### src/rtl/inst_mem_loader_if.sv
// Loader-side bundle: start/size command, byte stream handshake, memory write port and status.
// master = image source / boot controller, slave = inst_mem_loader.
interface inst_mem_loader_if #(
    parameter int ADDR_W = 6
);
    logic              start;
    logic [ADDR_W:0]   num_words;
    logic [7:0]        byte_in;
    logic              byte_valid;
    logic              byte_ready;
    logic              mem_we;
    logic [ADDR_W-1:0] mem_addr;
    logic [31:0]       mem_wdata;
    logic              busy;
    logic              done;
    logic              cpu_hold;
    logic              err;

    modport master (
        output start, num_words, byte_in, byte_valid,
        input  byte_ready, mem_we, mem_addr, mem_wdata, busy, done, cpu_hold, err
    );

    modport slave (
        input  start, num_words, byte_in, byte_valid,
        output byte_ready, mem_we, mem_addr, mem_wdata, busy, done, cpu_hold, err
    );
endinterface

### src/rtl/inst_mem_loader.sv
// Packs a little-endian byte stream into 32-bit words written to imem from addr 0; optional LOADER_CHECKSUM_EN trailer.
// Latency: mem_we one cycle after the 4th byte of a word; done/cpu_hold release the cycle after the last write.
// Backpressure: byte_ready=1 throughout RECV (and CHK), including write cycles, so 1 byte/cycle is sustained.
module inst_mem_loader #(
    parameter int ADDR_W = 6,
    parameter int DEPTH  = 64
) (
    input  logic             clk,
    input  logic             rst,
    inst_mem_loader_if.slave lif
);

    localparam logic [1:0] S_IDLE = 2'd0;
    localparam logic [1:0] S_RECV = 2'd1;
    localparam logic [1:0] S_DONE = 2'd3;
`ifdef LOADER_CHECKSUM_EN
    localparam logic [1:0] S_CHK  = 2'd2;
`endif

    localparam logic [ADDR_W:0] DEPTH_V = DEPTH[ADDR_W:0];

    logic [1:0]        state_q,     state_d;
    logic [ADDR_W:0]   n_q,         n_d;
    logic [ADDR_W:0]   word_cnt_q,  word_cnt_d;
    logic [1:0]        byte_cnt_q,  byte_cnt_d;
    logic [23:0]       asm_q,       asm_d;
    logic              mem_we_q,    mem_we_d;
    logic [ADDR_W-1:0] mem_addr_q,  mem_addr_d;
    logic [31:0]       mem_wdata_q, mem_wdata_d;
    logic              done_q,      done_d;
    logic              cpu_hold_q,  cpu_hold_d;
    logic              err_q,       err_d;
`ifdef LOADER_CHECKSUM_EN
    logic [7:0]        csum_q,      csum_d;
`endif

    logic byte_ready;
    logic xfer;
    logic start_ok;
    logic last_word;

`ifdef LOADER_CHECKSUM_EN
    assign byte_ready = (state_q == S_RECV) || (state_q == S_CHK);
`else
    assign byte_ready = (state_q == S_RECV);
`endif

    assign xfer      = lif.byte_valid && byte_ready;
    assign start_ok  = (lif.num_words != '0) && (lif.num_words <= DEPTH_V);
    assign last_word = ((word_cnt_q + 1'b1) == n_q);

    always_comb begin
        state_d     = state_q;
        n_d         = n_q;
        word_cnt_d  = word_cnt_q;
        byte_cnt_d  = byte_cnt_q;
        asm_d       = asm_q;
        mem_we_d    = 1'b0;
        mem_addr_d  = mem_addr_q;
        mem_wdata_d = mem_wdata_q;
        done_d      = done_q;
        cpu_hold_d  = cpu_hold_q;
        err_d       = err_q;
`ifdef LOADER_CHECKSUM_EN
        csum_d      = csum_q;
`endif

        case (state_q)
            S_IDLE, S_DONE: begin
                // Release the core only once the final word's write strobe has gone out.
                if ((state_q == S_DONE) && !done_q) begin
                    done_d     = 1'b1;
                    cpu_hold_d = 1'b0;
                end
                if (lif.start) begin
                    if (start_ok) begin
                        state_d    = S_RECV;
                        n_d        = lif.num_words;
                        word_cnt_d = '0;
                        byte_cnt_d = '0;
                        err_d      = 1'b0;
                        done_d     = 1'b0;
                        cpu_hold_d = 1'b1;
`ifdef LOADER_CHECKSUM_EN
                        csum_d     = 8'h00;
`endif
                    end else begin
                        err_d = 1'b1;
                    end
                end
            end

            S_RECV: begin
                if (xfer) begin
`ifdef LOADER_CHECKSUM_EN
                    csum_d = csum_q ^ lif.byte_in;
`endif
                    if (byte_cnt_q == 2'd3) begin
                        mem_we_d    = 1'b1;
                        mem_addr_d  = word_cnt_q[ADDR_W-1:0];
                        mem_wdata_d = {lif.byte_in, asm_q};
                        word_cnt_d  = word_cnt_q + 1'b1;
                        byte_cnt_d  = 2'd0;
                        if (last_word) begin
`ifdef LOADER_CHECKSUM_EN
                            state_d = S_CHK;
`else
                            state_d = S_DONE;
`endif
                        end
                    end else begin
                        case (byte_cnt_q)
                            2'd0:    asm_d[7:0]   = lif.byte_in;
                            2'd1:    asm_d[15:8]  = lif.byte_in;
                            default: asm_d[23:16] = lif.byte_in;
                        endcase
                        byte_cnt_d = byte_cnt_q + 1'b1;
                    end
                end
            end

`ifdef LOADER_CHECKSUM_EN
            S_CHK: begin
                if (xfer) begin
                    if (lif.byte_in != csum_q) begin
                        state_d    = S_IDLE;
                        err_d      = 1'b1;
                        done_d     = 1'b0;
                        cpu_hold_d = 1'b1;
                    end else begin
                        state_d    = S_DONE;
                        done_d     = 1'b1;
                        cpu_hold_d = 1'b0;
                    end
                end
            end
`endif

            default: state_d = S_IDLE;
        endcase
    end

    always_ff @(posedge clk or posedge rst) begin
        if (rst) begin
            state_q     <= S_IDLE;
            n_q         <= '0;
            word_cnt_q  <= '0;
            byte_cnt_q  <= '0;
            asm_q       <= '0;
            mem_we_q    <= 1'b0;
            mem_addr_q  <= '0;
            mem_wdata_q <= '0;
            done_q      <= 1'b0;
            cpu_hold_q  <= 1'b1;
            err_q       <= 1'b0;
`ifdef LOADER_CHECKSUM_EN
            csum_q      <= 8'h00;
`endif
        end else begin
            state_q     <= state_d;
            n_q         <= n_d;
            word_cnt_q  <= word_cnt_d;
            byte_cnt_q  <= byte_cnt_d;
            asm_q       <= asm_d;
            mem_we_q    <= mem_we_d;
            mem_addr_q  <= mem_addr_d;
            mem_wdata_q <= mem_wdata_d;
            done_q      <= done_d;
            cpu_hold_q  <= cpu_hold_d;
            err_q       <= err_d;
`ifdef LOADER_CHECKSUM_EN
            csum_q      <= csum_d;
`endif
        end
    end

    assign lif.byte_ready = byte_ready;
    assign lif.mem_we     = mem_we_q;
    assign lif.mem_addr   = mem_addr_q;
    assign lif.mem_wdata  = mem_wdata_q;
    assign lif.busy       = byte_ready || mem_we_q;
    assign lif.done       = done_q;
    assign lif.cpu_hold   = cpu_hold_q;
    assign lif.err        = err_q;

endmodule

### src/flat_wrapper.sv
// flat-port wrapper written by rule: the top's interface ports become plain ports
module inst_mem_loader_flat 
#(
    parameter int ADDR_W = 6,
    parameter int DEPTH  = 64
)
  (clk, rst, lif_start, lif_num_words, lif_byte_in, lif_byte_valid, lif_byte_ready, lif_mem_we, lif_mem_addr, lif_mem_wdata, lif_busy, lif_done, lif_cpu_hold, lif_err);
  inst_mem_loader_if #(.ADDR_W(ADDR_W)) lif_i ();
  input  logic clk;
  input  logic rst;
  input wire logic [$bits(lif_i.start)-1:0] lif_start;
  input wire logic [$bits(lif_i.num_words)-1:0] lif_num_words;
  input wire logic [$bits(lif_i.byte_in)-1:0] lif_byte_in;
  input wire logic [$bits(lif_i.byte_valid)-1:0] lif_byte_valid;
  output wire logic [$bits(lif_i.byte_ready)-1:0] lif_byte_ready;
  output wire logic [$bits(lif_i.mem_we)-1:0] lif_mem_we;
  output wire logic [$bits(lif_i.mem_addr)-1:0] lif_mem_addr;
  output wire logic [$bits(lif_i.mem_wdata)-1:0] lif_mem_wdata;
  output wire logic [$bits(lif_i.busy)-1:0] lif_busy;
  output wire logic [$bits(lif_i.done)-1:0] lif_done;
  output wire logic [$bits(lif_i.cpu_hold)-1:0] lif_cpu_hold;
  output wire logic [$bits(lif_i.err)-1:0] lif_err;
  assign lif_i.start = lif_start;
  assign lif_i.num_words = lif_num_words;
  assign lif_i.byte_in = lif_byte_in;
  assign lif_i.byte_valid = lif_byte_valid;
  assign lif_byte_ready = lif_i.byte_ready;
  assign lif_mem_we = lif_i.mem_we;
  assign lif_mem_addr = lif_i.mem_addr;
  assign lif_mem_wdata = lif_i.mem_wdata;
  assign lif_busy = lif_i.busy;
  assign lif_done = lif_i.done;
  assign lif_cpu_hold = lif_i.cpu_hold;
  assign lif_err = lif_i.err;
  inst_mem_loader #(.ADDR_W(ADDR_W), .DEPTH(DEPTH)) u_core (.clk(clk), .rst(rst), .lif(lif_i));
endmodule
### config.mk
export PLATFORM = sky130hd
export DESIGN_NAME = inst_mem_loader_flat
export DESIGN_NICKNAME = d
export VERILOG_FILES = /design/src/rtl/inst_mem_loader_if.sv /design/src/rtl/inst_mem_loader.sv /design/src/flat_wrapper.sv
export SDC_FILE = /design/constraint.sdc
export NUM_CORES = 1
export LEC_CHECK = 0
export CAP_MARGIN = 0
export CORE_UTILIZATION = 45
export CTS_CLUSTER_DIAMETER = 100
export DETAILED_ROUTE_END_ITERATION = 8
export GPL_TIMING_DRIVEN = 0
export MAX_ROUTING_LAYER = met4
export PLACE_DENSITY = 0.67
export SLEW_MARGIN = 20
export SYNTH_ARGS = -nofsm -noshare
export SYNTH_HDL_FRONTEND = slang
export SYNTH_SLANG_ARGS = --single-unit
### constraint.sdc
create_clock -name clk -period 8.47 [get_ports clk]
set_input_delay 1.694 -clock clk [delete_from_list [all_inputs] [get_ports clk]]
set_output_delay 1.694 -clock clk [all_outputs]
set_load 0.02 [all_outputs]
After elaboration in Yosys (flattened, before gate mapping)
Index checks and enable logic that the tools add are counted.
{"block": "classes", "n_addsub": 2, "n_lt_le_gt_ge": 1, "n_eq_ne": 10, "mux": 26, "bitwise": 2, "n_reduce_logical": 20}
{"operator": "7-bit 2-to-1 mux", "n": 4}
{"operator": "2-bit 2-to-1 mux", "n": 9}
{"operator": "4-bit AND reduction", "n": 4}
{"operator": "7-bit case mux with 2 select lines", "n": 1}
{"operator": "1-bit 2-to-1 mux", "n": 10}
{"operator": "5-bit AND reduction", "n": 2}
{"operator": "2-bit inequality test, second input constant", "n": 4}
{"operator": "2-bit case mux with 2 select lines", "n": 2}
{"operator": "7-bit by 1-bit adder with 7-bit output, second input constant", "n": 1}
{"operator": "7-bit == test", "n": 1}
{"operator": "7-bit less-or-equal comparator, second input constant", "n": 1}
{"operator": "7-bit nonzero test", "n": 1}
{"operator": "3-bit AND reduction", "n": 2}
{"operator": "2-bit by 1-bit == test with 1-bit output, second input constant", "n": 2}
{"operator": "2-bit == test, second input constant", "n": 2}
{"operator": "2-bit zero test", "n": 2}
{"operator": "2-bit OR reduction", "n": 2}
{"operator": "1-bit logical AND", "n": 3}
{"operator": "2-bit by 1-bit adder with 2-bit output, second input constant", "n": 1}
{"operator": "2-bit by 1-bit inequality test with 1-bit output, second input constant", "n": 1}
{"operator": "1-bit NOT", "n": 2}
{"operator": "2-bit AND reduction", "n": 1}
{"operator": "2-bit nonzero test", "n": 1}
{"operator": "1-bit zero test", "n": 1}
{"operator": "1-bit logical OR", "n": 1}
{"block": "totals", "ff_bits": 84, "input_bits": 19, "out_inout_bits": 44, "elab_cells": 74}

Logic depth before layout (Yosys ltp)
{"block": "depth", "ltp_word": 6, "ltp_mapped": 8, "ltp_nobuf": 7}

Least setup slack after synthesis
No wires, ideal clock.
{"block": "synth_timing", "kind": "input -> register", "start": "input port lif_num_words[1]", "end": "register u_core.word_cnt_q[4]", "setup_ns": 0.122, "t_arrival_ns": 2.934, "t_required_ns": 8.348, "setup_slack_ns": 5.415, "stages": 6, "path_buffers": 1, "path_cell_list": "nor4_4 a41oi_2 a221oi_2 buf_6 nand2_1 a32o_1"}
{"block": "synth_between", "elab_chain_len": 4, "elab_cells_between_ends": 5, "classes_between": "1 x order compare; 1 x eq/ne; 3 x reduce/logical"}
{"item": "start: declaration", "line": "flat_wrapper.sv:12", "source": "input wire logic [$bits(lif_i.num_words)-1:0] lif_num_words;"}
{"item": "7-bit less-or-equal comparator or 7-bit nonzero test (tied branches)", "line": "inst_mem_loader.sv:49", "source": "assign start_ok = (lif.num_words != '0) && (lif.num_words <= DEPTH_V);"}
{"item": "1-bit logical AND *", "line": "inst_mem_loader.sv:49"}
{"item": "2-bit by 1-bit inequality test with 1-bit output (no source line) *"}
{"item": "5-bit AND reduction (no source line) *"}
{"item": "end signal: assignment", "line": "inst_mem_loader.sv:162", "source": "word_cnt_q <= word_cnt_d;"}
{"item": "end: declaration", "line": "inst_mem_loader.sv:24", "source": "logic [ADDR_W:0] word_cnt_q, word_cnt_d;"}
Mark *: on every way between the ends. The rest lies on a longest branch, timed or not.
A chain may end at the register's enable or synchronous reset.

Worst setup path after layout
{"block": "layout_timing", "start": "register u_core.state_q[1]", "end": "output port lif_busy"}
{"block": "layout_between", "elab_chain_len": 2}
{"item": "start: declaration", "line": "inst_mem_loader.sv:22", "source": "logic [1:0] state_q, state_d;"}
{"item": "start signal: assignment", "line": "inst_mem_loader.sv:160", "source": "state_q <= state_d;"}
{"item": "2-bit by 1-bit == test with 1-bit output", "line": "inst_mem_loader.sv:45", "source": "assign byte_ready = (state_q == S_RECV);"}
{"item": "1-bit logical OR", "line": "inst_mem_loader.sv:181", "source": "assign lif.busy = byte_ready || mem_we_q;"}
{"item": "end: declaration", "line": "flat_wrapper.sv:19", "source": "output wire logic [$bits(lif_i.busy)-1:0] lif_busy;"}
Every way passes these cells.

==> qor.yml <==
setup_path:
  crit_chain: "inv_1 > ha_1 > clkbuf_1 > or2_2 > clkdlybuf4s50_1"
  critical_path.top_delay_family: "buffers and inverters"
  worstSetupStartpointType: "flip-flop"
  critPathMaxFanout: 10
  path_class: "flip-flop to output port"
  max_stage_delay_ps: 590
  cp.arrival_ps: 2190
  rr_worst_depth: 6
  slowest_stage: "clkdlybuf4s50_1"
  cp.depth: 5
  cp_num_buf_inv: 3
  critPathCaptureType: "output port"
  crit_path_start: "u_core.state_q[1]"
  reg2reg_from: "u_core.word_cnt_q[0]"
  worstPathRequired_ps: 6780
routing:
  via_per_inst: 5.24
  via_count: 2404
  route.met3.wl_um: 316
  wl_met1_mm: 3.33
  first_pass_iters: 4
  drc: 0
  avgRoutedWirePerCell_um: 15.7
  top_layer_used: "met4"
  drt-initial-drc-count: 116
  wl_met2_mm: 3.49
  ant_nets: 0
  drt-total-wl_mm: 7.23
cells_and_area:
  final_nets: 379
  antennaDiodeCount: 0
  area_growth_pct: 25.7
  final_util: 0.590
  drive_above_1_share: 0.269
power_and_ir_drop:
  vdd_drop_max_mv: 0.163
  clock_power_share: 0.163
  switchingPower_uw: 556
  comb_power_share: 0.416
  p_int_uw: 1020
  pwr_density_cell_nw_per_um2: 342
  p_sw_frac: 0.353
  seq_power_share: 0.421
  p_leak_uw: 0.00204
clock_network:
  clk_pin_slew_ps: 80
  cts_tree: "done"
  cts_resized: 0
  cts.sinks: 84
  cts_buffers: 9
  cts_hold_buf: 0
  cts-root-buf: "clkbuf_8"
  clock_path_buffers: 2
  clk_latency_ps: 350
  post_cts_buffers: 0
  htreeDepth: 3
global_routing:
  grt_overflow: 0
  grt_pass1_wl_mm: 12.1
  antenna_found_initial: 0
  grt_max_degree: 47
  track_usage: 0.191
  grt_pass1_vias: 2430
timing:
  grt_setup_unrepaired: "false"
  finalMaxSlewViolations: 0
  finalSetupViolCount: 0
  min_period_over_period: 0.459
  worstMarginPinSlew_ps: 702
  setup_tns_ps: 0
  clock_skew_ps: 6.22
  hold_viol_final: 0
  relSlewSlack: 0.532
  min_period_ps: 3890
  fmax_mhz: 257
outcome:
  status: "finished clean"
placed_design:
  portBuffers: 61
  dp_hpwl_mm: 5.02
  gp_congestion: 0.764
floorplanning:
  rows: 32
  dieArea_um2: 8500
  die_h_um: 92.2
  ios: 63
  start_util: 0.469
  die_width_um: 92.2
  core-area_um2: 7810
yosys:
  yosysSeqAreaShare: 0.575
  synth-main-ff-cell: "dfrtp_1"
  syn_nets: 306
  synth_top_cell_area_share: 0.567
  synth_edf_count: 0
  yosysWarnings: 0
  syn-instance-count: 279
  synth_cell_types: 43
  synth_seq_cells: 84
  postSynthAreaPerCell_um2: 13.1
  synthTopCellsByArea: "dfrtp_1 (57%), mux2_2 (20%), ha_1 (2.7%)"
  syn_area_um2: 3660
  ys_async_sr_fraction: 1.00
  synth_top_area_cell: "dfrtp_1"
min_path:
  worstHoldPathType: "flip-flop to flip-flop"
  hold_depth: 2
  hold_start: "u_core.lif.mem_addr[2]"
job:
  drv_cap: 0
==> through the flow <==
step / setup slack [ps] / hold slack [ps] / std cells / total power, uW / area [um2]
final: 4580 / 485 / 459 / 1570 / 4600
after global routing: 4420 / 521 / 459 / 1680 / 4600
after CTS: 4540 / 493 / 459 / 1590 / 4600
after detailed placement: 4740 / 474 / 443 / 1330 / 4430
after global placement: 3280 / 467 / 442 / 1310 / 4400
after floorplan: 4610 / 475 / 279 / 1080 / 3660
==> logic make-up after synthesis <==
kind of cell               after synthesis  synth area share
buffers and inverters                   24            0.0280
muxes                                   67             0.205
xor gates and xnor gates                 9            0.0215
DFF                                     84             0.575
and+or+nand+nor                         50            0.0735
AOI/OAI and AO/OA                       37            0.0697
adders and majority gates                8            0.0273
==> Yosys cell counts, types with 2 or more instances <==
library cell and n:
clkbuf_1 8, and3_1 2, mux2i_1 2, dfrtp_1 83, a32o_1 2, a211oi_1 2, nand3_1 7, xnor2_1 6
xor2_1 3, a21oi_1 5, a22o_1 2, nor2_1 7, and2_2 2, nand2_1 19, nand4_1 3, ha_1 8
inv_1 13, o22ai_1 3, o21ai_0 14, mux2_2 65
==> state kept, by name, indices dropped and copies added, names as in the netlist <==
signal / count
u_core.state_q: 2
u_core.lif.err: 1
u_core.lif.mem_we: 1
u_core.lif.mem_addr: 6
u_core.n_q: 7
u_core.word_cnt_q: 7
u_core.asm_q: 24
u_core.lif.mem_wdata: 32
u_core.lif.cpu_hold: 1
u_core.lif.done: 1
u_core.byte_cnt_q: 2
==> metal layers <==
metal | vias up | global-route usage
li1 | 1138 | -
met2 | 52 | 0.302
met4 | 0 | 0.0625
met3 | 8 | 0.0365
met1 | 1206 | 0.248
met5 | - | -
==> worst paths after layout <==
check	end	slack (ps)
min	u_core.lif.mem_addr[2]	480
min in group asynchronous	u_core.lif.mem_wdata[24]	1740
max in group asynchronous	u_core.lif.mem_wdata[30]	6150
min reg2reg	u_core.lif.mem_addr[2]	480
max reg2reg	u_core.state_q[0]	6310
max	lif_busy	4580
==> worst reg2reg max path: stages, from the launching register on <==
cell	delay, ps
dfrtp_1	440
ha_1	310
nand3_2	180
or3_1	400
a211oi_1	380
and4_1	250
o211ai_1	80
==> layout make-up <==
cell class,count,area [um2]
buffer,11,53.8
clock buffer,10,128
clock inverter,6,46.3
fill,661,3200
inverter,13,51.3
multi-input combinational,171,1460
sequential,84,2100
tap,102,128
timing repair buffer,62,638
==> cells in the final DEF, fill, tap and decap left out, drive strengths merged, types with 2 or more instances in the layout <==
master          n
dfrtp          83
mux2           65
clkdlybuf4s50  61
nand2          19
clkbuf         18
inv            16
o21ai          14
ha              8
nor2            8
nand3           8
xnor2           6
a21oi           5
buf             4
o22ai           3
xor2            3
nand4           3
and2            3
a32o            2
and3            2
a22o            2
a211oi          2
mux2i           2
clkinvlp        2
nor4            2
==> power by group through the flow <==
| stage | Sequential (uW) | Clock [uW] | Combinational [uW] |
|---|---|---|---|
| floorplan | 736 | 0 | 340 |
| global placement | 664 | 0 | 644 |
| detailed placement | 671 | 0 | 659 |
| CTS | 664 | 264 | 663 |
| global route | 685 | 282 | 713 |
| finish | 662 | 257 | 656 |
Note: power is estimated with default switching activity, not from simulation.
